--- src/rtl/fetch_unit_bp_if.sv ---
// fetch_unit_bp_if: groups the fetch front end's bus signals.
//   master modport: the fetch unit (drives imem_addr and the IF/ID outputs,
//                   receives stall, redirect, BTB update and imem_rdata).
//   slave modport:  the surrounding pipeline (hazard unit, EX branch unit,
//                   instruction memory, decode stage).
// Signals:
//   stall                          hold PC and IF/ID
//   redirect_valid, redirect_pc    refetch from a corrected address
//   update_valid/pc/taken/target   resolved branch/jump for BTB training
//   imem_addr, imem_rdata          combinational-read instruction memory
//   ifid_valid/pc/instr/pred_*     IF/ID pipeline register contents
interface fetch_unit_bp_if #(
    parameter int unsigned PC_W  = 9,
    parameter int unsigned INS_W = 32
);
    logic             stall;
    logic             redirect_valid;
    logic [PC_W-1:0]  redirect_pc;
    logic             update_valid;
    logic [PC_W-1:0]  update_pc;
    logic             update_taken;
    logic [PC_W-1:0]  update_target;
    logic [PC_W-1:0]  imem_addr;
    logic [INS_W-1:0] imem_rdata;
    logic             ifid_valid;
    logic [PC_W-1:0]  ifid_pc;
    logic [INS_W-1:0] ifid_instr;
    logic             ifid_pred_taken;
    logic [PC_W-1:0]  ifid_pred_target;

    modport master (
        input  stall, redirect_valid, redirect_pc,
        input  update_valid, update_pc, update_taken, update_target,
        input  imem_rdata,
        output imem_addr,
        output ifid_valid, ifid_pc, ifid_instr, ifid_pred_taken, ifid_pred_target
    );

    modport slave (
        output stall, redirect_valid, redirect_pc,
        output update_valid, update_pc, update_taken, update_target,
        output imem_rdata,
        input  imem_addr,
        input  ifid_valid, ifid_pc, ifid_instr, ifid_pred_taken, ifid_pred_target
    );
endinterface

--- src/rtl/fetch_unit_bp.sv ---
// fetch_unit_bp: RV32I instruction-fetch front end with a direct-mapped BTB.
// Holds the PC, drives the instruction memory address, owns the IF/ID register
// and predicts taken branches with 2-bit saturating counters.
// Ports:
//   clk    rising-edge clock
//   reset  synchronous, active-high reset
//   bus    fetch_unit_bp_if.master (stall, redirect, BTB update, imem, IF/ID)
//   perf_fetch_cnt, perf_redirect_cnt  (only with FETCH_PERF_CNT_EN defined)
//          count IF/ID captures and redirects; wrap at 2^32.
// Optional feature macro: FETCH_PERF_CNT_EN.
module fetch_unit_bp #(
    parameter int unsigned     PC_W        = 9,
    parameter int unsigned     INS_W       = 32,
    parameter int unsigned     BTB_ENTRIES = 16,
    parameter logic [PC_W-1:0] RESET_PC    = '0
) (
    input  logic        clk,
    input  logic        reset,
`ifdef FETCH_PERF_CNT_EN
    output logic [31:0] perf_fetch_cnt,
    output logic [31:0] perf_redirect_cnt,
`endif
    fetch_unit_bp_if.master bus
);
    localparam int unsigned IDX_W = $clog2(BTB_ENTRIES);
    localparam int unsigned TAG_W = PC_W - IDX_W - 2;

    // PC register
    logic [PC_W-1:0] pc_q, pc_d;

    // BTB storage; only the valid bits are reset
    logic [BTB_ENTRIES-1:0] btb_valid_q;
    logic [TAG_W-1:0]       btb_tag_q    [BTB_ENTRIES];
    logic [PC_W-1:0]        btb_target_q [BTB_ENTRIES];
    logic [1:0]             btb_ctr_q    [BTB_ENTRIES];

    // IF/ID register
    logic             ifid_valid_q;
    logic [PC_W-1:0]  ifid_pc_q;
    logic [INS_W-1:0] ifid_instr_q;
    logic             ifid_pred_taken_q;
    logic [PC_W-1:0]  ifid_pred_target_q;

    // Lookup on the current PC (sees pre-update BTB contents)
    logic [IDX_W-1:0] rd_idx;
    logic [TAG_W-1:0] rd_tag;
    logic             rd_hit;
    logic             pred_taken;
    logic [PC_W-1:0]  pred_target;

    assign rd_idx      = pc_q[IDX_W+1:2];
    assign rd_tag      = pc_q[PC_W-1:IDX_W+2];
    assign rd_hit      = btb_valid_q[rd_idx] && (btb_tag_q[rd_idx] == rd_tag);
    assign pred_taken  = rd_hit && btb_ctr_q[rd_idx][1];
    assign pred_target = btb_target_q[rd_idx];

    // Next-PC selection
    always_comb begin
        pc_d = pc_q;
        if (reset) begin
            pc_d = RESET_PC;
        end else if (bus.redirect_valid) begin
            pc_d = bus.redirect_pc;
        end else if (bus.stall) begin
            pc_d = pc_q;
        end else if (pred_taken) begin
            pc_d = pred_target;
        end else begin
            pc_d = pc_q + PC_W'(4);  // wraps modulo 2^PC_W
        end
    end

    always_ff @(posedge clk) begin
        pc_q <= pc_d;
    end

    // IF/ID register: reset and redirect insert a bubble, stall holds
    always_ff @(posedge clk) begin
        if (reset || bus.redirect_valid) begin
            ifid_valid_q       <= 1'b0;
            ifid_pc_q          <= '0;
            ifid_instr_q       <= '0;
            ifid_pred_taken_q  <= 1'b0;
            ifid_pred_target_q <= '0;
        end else if (!bus.stall) begin
            ifid_valid_q       <= 1'b1;
            ifid_pc_q          <= pc_q;
            ifid_instr_q       <= bus.imem_rdata;
            ifid_pred_taken_q  <= pred_taken;
            ifid_pred_target_q <= pred_taken ? pred_target : '0;
        end
    end

    // BTB update decode
    logic [IDX_W-1:0] wr_idx;
    logic [TAG_W-1:0] wr_tag;
    logic             wr_hit;
    logic [1:0]       wr_ctr_cur;
    logic [1:0]       wr_ctr_nxt;

    assign wr_idx     = bus.update_pc[IDX_W+1:2];
    assign wr_tag     = bus.update_pc[PC_W-1:IDX_W+2];
    assign wr_hit     = btb_valid_q[wr_idx] && (btb_tag_q[wr_idx] == wr_tag);
    assign wr_ctr_cur = btb_ctr_q[wr_idx];

    always_comb begin
        wr_ctr_nxt = wr_ctr_cur;
        if (bus.update_taken) begin
            if (wr_ctr_cur != 2'b11) wr_ctr_nxt = wr_ctr_cur + 2'b01;
        end else begin
            if (wr_ctr_cur != 2'b00) wr_ctr_nxt = wr_ctr_cur - 2'b01;
        end
    end

    always_ff @(posedge clk) begin
        if (reset) begin
            btb_valid_q <= '0;
        end else if (bus.update_valid && !wr_hit && bus.update_taken) begin
            btb_valid_q[wr_idx] <= 1'b1;
        end
    end

    always_ff @(posedge clk) begin
        if (!reset && bus.update_valid) begin
            if (wr_hit) begin
                btb_ctr_q[wr_idx] <= wr_ctr_nxt;
                if (bus.update_taken) btb_target_q[wr_idx] <= bus.update_target;
            end else if (bus.update_taken) begin
                // Allocate, evicting whatever aliases at this index
                btb_tag_q[wr_idx]    <= wr_tag;
                btb_target_q[wr_idx] <= bus.update_target;
                btb_ctr_q[wr_idx]    <= 2'b10;
            end
        end
    end

`ifdef FETCH_PERF_CNT_EN
    logic [31:0] perf_fetch_q, perf_redirect_q;

    always_ff @(posedge clk) begin
        if (reset) begin
            perf_fetch_q    <= '0;
            perf_redirect_q <= '0;
        end else begin
            if (bus.redirect_valid) begin
                perf_redirect_q <= perf_redirect_q + 32'd1;
            end else if (!bus.stall) begin
                perf_fetch_q <= perf_fetch_q + 32'd1;
            end
        end
    end

    assign perf_fetch_cnt    = perf_fetch_q;
    assign perf_redirect_cnt = perf_redirect_q;
`endif

    assign bus.imem_addr        = pc_q;
    assign bus.ifid_valid       = ifid_valid_q;
    assign bus.ifid_pc          = ifid_pc_q;
    assign bus.ifid_instr       = ifid_instr_q;
    assign bus.ifid_pred_taken  = ifid_pred_taken_q;
    assign bus.ifid_pred_target = ifid_pred_target_q;
endmodule
--- src/flat_wrapper.sv ---
// flat-port wrapper written by rule: the top's interface ports become plain ports
module fetch_unit_bp_flat 
#(
    parameter int unsigned     PC_W        = 9,
    parameter int unsigned     INS_W       = 32,
    parameter int unsigned     BTB_ENTRIES = 16,
    parameter logic [PC_W-1:0] RESET_PC    = '0
)
  (clk, reset, bus_stall, bus_redirect_valid, bus_redirect_pc, bus_update_valid, bus_update_pc, bus_update_taken, bus_update_target, bus_imem_rdata, bus_imem_addr, bus_ifid_valid, bus_ifid_pc, bus_ifid_instr, bus_ifid_pred_taken, bus_ifid_pred_target);
  fetch_unit_bp_if #(.PC_W(PC_W), .INS_W(INS_W)) bus_i ();
  input  logic clk;
  input  logic reset;
  input wire logic [$bits(bus_i.stall)-1:0] bus_stall;
  input wire logic [$bits(bus_i.redirect_valid)-1:0] bus_redirect_valid;
  input wire logic [$bits(bus_i.redirect_pc)-1:0] bus_redirect_pc;
  input wire logic [$bits(bus_i.update_valid)-1:0] bus_update_valid;
  input wire logic [$bits(bus_i.update_pc)-1:0] bus_update_pc;
  input wire logic [$bits(bus_i.update_taken)-1:0] bus_update_taken;
  input wire logic [$bits(bus_i.update_target)-1:0] bus_update_target;
  input wire logic [$bits(bus_i.imem_rdata)-1:0] bus_imem_rdata;
  output wire logic [$bits(bus_i.imem_addr)-1:0] bus_imem_addr;
  output wire logic [$bits(bus_i.ifid_valid)-1:0] bus_ifid_valid;
  output wire logic [$bits(bus_i.ifid_pc)-1:0] bus_ifid_pc;
  output wire logic [$bits(bus_i.ifid_instr)-1:0] bus_ifid_instr;
  output wire logic [$bits(bus_i.ifid_pred_taken)-1:0] bus_ifid_pred_taken;
  output wire logic [$bits(bus_i.ifid_pred_target)-1:0] bus_ifid_pred_target;
  assign bus_i.stall = bus_stall;
  assign bus_i.redirect_valid = bus_redirect_valid;
  assign bus_i.redirect_pc = bus_redirect_pc;
  assign bus_i.update_valid = bus_update_valid;
  assign bus_i.update_pc = bus_update_pc;
  assign bus_i.update_taken = bus_update_taken;
  assign bus_i.update_target = bus_update_target;
  assign bus_i.imem_rdata = bus_imem_rdata;
  assign bus_imem_addr = bus_i.imem_addr;
  assign bus_ifid_valid = bus_i.ifid_valid;
  assign bus_ifid_pc = bus_i.ifid_pc;
  assign bus_ifid_instr = bus_i.ifid_instr;
  assign bus_ifid_pred_taken = bus_i.ifid_pred_taken;
  assign bus_ifid_pred_target = bus_i.ifid_pred_target;
  fetch_unit_bp #(.PC_W(PC_W), .INS_W(INS_W), .BTB_ENTRIES(BTB_ENTRIES), .RESET_PC(RESET_PC)) u_core (.clk(clk), .reset(reset), .bus(bus_i));
endmodule
--- config.mk ---
export PLATFORM = sky130hd
export DESIGN_NAME = fetch_unit_bp_flat
export DESIGN_NICKNAME = d
export VERILOG_FILES = /design/src/rtl/fetch_unit_bp_if.sv /design/src/rtl/fetch_unit_bp.sv /design/src/flat_wrapper.sv
export SDC_FILE = /design/constraint.sdc
export NUM_CORES = 1
export LEC_CHECK = 0
export BUFFER_PORTS_ARGS = -buffer_cell sky130_fd_sc_hd__buf_2
export CAP_MARGIN = 20
export CORE_ASPECT_RATIO = 1.75
export CORE_UTILIZATION = 45
export CTS_CLUSTER_DIAMETER = 40
export DETAILED_ROUTE_END_ITERATION = 10
export PLACE_DENSITY = 0.66
export SLEW_MARGIN = 10
export SYNTH_ARGS = -nofsm -noshare
export SYNTH_HDL_FRONTEND = slang
export SYNTH_SLANG_ARGS = --single-unit
--- constraint.sdc ---
create_clock -name clk -period 3.11 [get_ports clk]
set_clock_uncertainty 0.1 [all_clocks]
set_input_delay 0.311 -clock clk [delete_from_list [all_inputs] [get_ports clk]]
set_output_delay 0.311 -clock clk [all_outputs]
set_load 0.01 [all_outputs]
# After elaboration in Yosys (flattened, before gate mapping)
# Memory sizes are Yosys's and may differ from the RTL's. A register that Yosys moved wholly into a read port is not among the register bits.
# Cells that the tools add are included.
[totals]
regBits = 77
latchBits = 0
ram_bits = 224
rom_bits = 0
inputBits = 65
output_inout_bits = 61
wordCells = 65
n_memories = 3
[mem_list]
columns = ["name", "depth", "width", "read_ports", "rd_ports_with_merged_regs", "write_ports", "line_no", "text"]
rows = [
  ["u_core.btb_target_q", 16, 9, 1, 1, 1, "fetch_unit_bp.sv:34", "logic [PC_W-1:0] btb_target_q [BTB_ENTRIES];"],
  ["u_core.btb_tag_q", 16, 3, 2, 1, 1, "fetch_unit_bp.sv:33", "logic [TAG_W-1:0] btb_tag_q [BTB_ENTRIES];"],
  ["u_core.btb_ctr_q", 16, 2, 2, 1, 1, "fetch_unit_bp.sv:35", "logic [1:0] btb_ctr_q [BTB_ENTRIES];"],
]
[op_classes]
addsub = 3
mul = 0
div_mod_pow = 0
order_cmp = 3
eq_ne = 4
shift = 0
n_mux = 31
bitwise = 3
reduce_logical = 11
[ops]
columns = ["cell", "count"]
rows = [
  ["$mux 9", 5],
  ["$mux 4", 6],
  ["$or 16x16->16", 1],
  ["$mux 1", 13],
  ["$lt 4x5->1 const B", 2],
  ["$add 9x3->9 const B", 1],
  ["$bmux 1 s4", 2],
  ["$mux 2", 4],
  ["$logic_and 1x1->1", 7],
  ["$eq 3x3->1", 2],
  ["$demux 1 s4", 1],
  ["$ge 4x1->1 const B", 1],
  ["$add 2x1->2 const B", 1],
  ["$logic_not 1->1", 2],
  ["$ne 2x1->1 const B", 1],
  ["$ne 2x2->1 const B", 1],
  ["$or 1x1->1", 2],
  ["$reduce_bool 2->1", 1],
  ["$sub 2x1->2 const B", 1],
  ["$logic_or 1x1->1", 1],
]

# Depth between registers and ports, before layout
[depth]
word_depth = 9
depth_mapped = 12
depth_no_buf = 8

# Worst setup path after synthesis
# OpenSTA, ideal clock, no wires.
[synth_timing]
path_type = "input port to flip-flop"
startpoint = "input bus_update_pc[2]"
endpoint = "memory u_core.btb_ctr_q[0][0] (data pin)"
setup_ps = 291
arrival_time_ps = 2659
required_ps = 2719
setup_slack_ps = 59
cell_stages = 9
path_buffers = 3
path_cell_list = "buf_2 > buf_6 > mux4_2 > mux4_2 > xnor2_1 > nand4_1 > and2_1 > buf_2 > a21oi_1"
[synth_via]
elab_chain_cells = 7
word_cells_on_any_way = 17
classes_between = "add/sub (2); eq/ne (2); mux (9); reduce/logical (2); memory (2)"
[synth_lines]
columns = ["item", "line_no", "text"]
rows = [
  ["from (decl)", "flat_wrapper.sv:17", "input wire logic [$bits(bus_i.update_pc)-1:0] bus_update_pc;"],
  ["$mem_v2 16x3 / $bmux 1 s4 (equally long branches)", "--", ""],
  ["$eq 3x3->1 / $mux 1 (equally long branches)", "fetch_unit_bp.sv:103", "assign wr_hit = btb_valid_q[wr_idx] && (btb_tag_q[wr_idx] == wr_tag);"],
  ["$logic_and 1x1->1", "fetch_unit_bp.sv:103", ""],
  ["$mux 1", "fetch_unit_bp.sv:125", "if (wr_hit) begin"],
  ["$mux 1", "fetch_unit_bp.sv:124", "if (!reset && bus.update_valid) begin"],
  ["$mux 1 (implied by the code)", "fetch_unit_bp.sv:132", "btb_ctr_q[wr_idx] <= 2'b10;"],
  ["$mux 2 (no line) (*)", "--", ""],
  ["to (decl)", "fetch_unit_bp.sv:35", ""],
]
# Mark *: on every way between the ends. The rest lies on a longest branch, timed or not. The select of a mux whose other input is x is not followed.

==> results_dict.tcl <==
set metrics [dict create \
    run_status "finished, final reports clean" \
    p_seq_frac 0.528 \
    grt_pass1_wl_um 44160 \
    grt-ovfl-total 0 \
    syn-cell-area_um2 12550 \
    grt_pass1_vias 7669 \
    arrival_ps 3190 \
    cts_setup_buffers 0 \
    post_drt_via_cell_ratio 5.382 \
    syn_area_per_cell_um2 16.29 \
    instances_no_fill 1356 \
    cts_sinks 305 \
    power_switching_uw 1932 \
    final_nets 1031 \
    synth_edf_count 224 \
    rsz0062_at_grt "yes" \
    cts_buffer_depth 3 \
    p_leak_uw 0.005362 \
    cp-start-kind "flop" \
    slowest_stage "edfxtp_1" \
    diodes 0 \
    synth_fp_nets 836 \
    vias 7298 \
    irDropWorstVdd_uv 489.8 \
    fin_setup_tns_ps 0 \
    hpwl_um 20560 \
    final.min_clock_period_ps 3037 \
    ys_seq_area_frac 0.6654 \
    floorplan.initialDensity 0.4591 \
    pwr-share-clk 0.388 \
    min_period_over_period 0.9766 \
    yosys.cell_count.top_type "edfxtp_1" \
    fmax_mhz 329.2 \
    cp.required_ps 3260 \
    antenna_found_initial 0 \
    gp_congestion 0.8954 \
    synthTopCellsByArea "edfxtp_1 54%, mux4_2 17%, dfxtp_1 13%, mux2i_1 4.3%, nor2_1 3.3%" \
    drc 0 \
    power_uw 8449 \
    area_growth_pct 21.24 \
    yosys_warnings 0 \
    min_path_type "in2reg" \
    portBuffers 123 \
    fp.dieW_um 128.2 \
    cpPeakStageDelay_ps 490 \
    syn_inst 770 \
    synthTopCellsByCount "224 x edfxtp_1, 109 x nor2_1, 95 x mux4_2" \
    hold_ws_ps 19.45 \
    wl_per_cell_um 21.12 \
    htree_levels 1 \
    clk-insertion-delay-late_ps 560 \
    cts_buffers 29 \
    synth_seq_cells 305 \
    grt_max_degree 33 \
    cts_tree "done" \
    row_count 80 \
    grt_use_total 0.2077 \
    power.density_cell_area_nw_per_um2 555.4 \
    final_hold_viol_count 0 \
    dp.cells 1262 \
    slew_violations 0 \
    die_height_um 222.9 \
    dieArea_um2 28580 \
    drt-initial-drc-count 467 \
    synth_area_leader_cell "edfxtp_1" \
    relSlewSlack 0.3753 \
    setup.worst_path.class "reg2reg" \
    power_switching_share 0.2287 \
    worst_setup_path_end_kind "flop" \
    antenna_left 0 \
    worst_pin_slew_ps 933.6 \
    yosysTopAreaCellShare 0.5362 \
    placed_cell_area_um2 13870 \
    finalInstanceArea_um2 15210 \
    setup_viol 0 \
    core_um2 27330 \
    p_comb_frac 0.085 \
    yosysUniqueCellTypes 44 \
    intPower_uw 6517 \
    clkTransAtPathRegs_ps 70 \
    crit_family "multiplexers" \
    path_buf_inv 1 \
    dr.pass1.iters 4 \
    io_pins 126 \
    crit_chain "mux4_2 > mux4_2 > xnor2_1 > nand4_1 > nor2b_1 > nor3b_2 > buf_4 > nand3_2 > nor2_2" \
    cts_root_buffer "clkbuf_16" \
    wl_um 28630 \
    max_cap_violations 0 \
    cp_common_cell "mux4_2" \
    synth_ff_type "edfxtp_1" \
    drive_gt1_frac 0.3475 \
    synthArstFlopShare 0 \
    worst-path-max-fanout 4 \
]
-- final timing paths --
check	startpoint	endpoint	slack (ps)	cells after the start
setup / recovery	u_core.btb_tag_q[9][0]	u_core.btb_ctr_q[12][0]	70	9
hold / removal	bus_redirect_pc[2]	flop	20	3
setup reg to reg	u_core.btb_tag_q[9][0]	u_core.btb_ctr_q[12][0]	70	9
hold reg to reg	u_core.bus.ifid_valid	u_core.bus.ifid_valid	360	2
-- logic make-up (layout without fill, tap and decap cells) --
kind of cell	count (synthesis)	in the layout	synth area share
DFF	305	305	0.6654
and+or+nand+nor	176	176	0.06223
muxes	150	150	0.2145
buffers and inverters	78	295	0.02573
AOI/OAI and AO/OA	54	54	0.02693
xor gates and xnor gates	6	6	0.004189
adders and majority gates	1	1	0.0009971
-- sequential cells by signal, indices dropped and copies added (netlist names), named ones only --
signal / count
u_core.btb_target_q: 144
u_core.btb_tag_q: 48
u_core.btb_ctr_q: 32
u_core.bus.ifid_instr: 32
u_core.btb_valid_q: 16
u_core.bus.ifid_pc: 9
u_core.bus.ifid_pred_target: 9
u_core.bus.imem_addr: 9
u_core.bus.ifid_pred_taken: 1
u_core.bus.ifid_valid: 1
-- cell type report --
type / count / area (µm²)
fill: 2142 / 12120
sequential: 305 / 8353
multi-input combinational: 387 / 3918
timing repair buffer: 220 / 1511
clock buffer: 32 / 737.0
tap: 369 / 461.7
clock inverter: 21 / 147.6
inverter: 22 / 82.58
-- timing repair --
| action | CTS | global route |
|---|---|---|
| pin swaps | 0 | 2 |
| endpoints found under the setup margin | 16 | 23 |
| gates cloned | 0 | 0 |
| hold endpoints to repair | 43 | 0 |
| hold buffers | 41 | 0 |
| gates resized for setup | 1 | 13 |
-- per-stage QoR --
stage | util | worst slack, ps
2_1_floorplan | - | 59.45
3_3_place_gp | 0.5077 | -434.5
3_5_place_dp | 0.5077 | -599.8
4_1_cts | 0.5552 | 39.63
5_1_grt | 0.5566 | -106.1
6_report | 0.5566 | 72.78
-- placed cells by master, fill, tap and decap left out, types with 2 or more instances in the layout --
cell type / n
nand3_2: 2
nor3_1: 6
mux2i_1: 54
o21ai_0: 3
buf_4: 52
o22ai_1: 18
clkbuf_16: 29
and2_1: 2
and3b_1: 3
nand2_1: 26
a21oi_1: 17
clkbuf_1: 3
inv_1: 22
a2111oi_0: 3
mux4_2: 95
nand2b_1: 4
buf_2: 122
dlygate4sd3_1: 41
nor2_2: 8
clkinvlp_2: 2
buf_12: 5
nand4_1: 2
xnor2_1: 6
nand3b_2: 2
a22oi_1: 2
edfxtp_1: 224
and3_1: 2
clkinv_1: 4
dfxtp_1: 79
inv_6: 6
clkinv_2: 4
clkinv_4: 3
or2_2: 4
a211oi_1: 2
nor2_1: 100
nand3_1: 4
nor2_4: 2
nor2b_1: 5
-- power by group through the flow --
stage	registers (µW)	clock network (µW)	logic, µW
floorplan	4540	0	417
global placement	4540	0	669
detailed placement	4550	0	679
CTS	4460	3350	725
global route	4460	3500	776
finish	4460	3270	717
-- worst reg2reg max path, stage by stage (launching register included) --
cell and delay (ps):
edfxtp_1 490, mux4_2 480, mux4_2 470, xnor2_1 200, nand4_1 150, nor2b_1 180, nor3b_2 160, buf_4 160
nand3_2 170, nor2_2 180
-- metal layers --
layer | wire length [µm] | global-route usage
met1 | 10230 | 0.2270
met2 | 16040 | 0.3880
met3 | 975 | 0.02302
met4 | 1391 | 0.1078
met5 | 0 | 0
No activity file was read; power rests on OpenSTA's default activity.
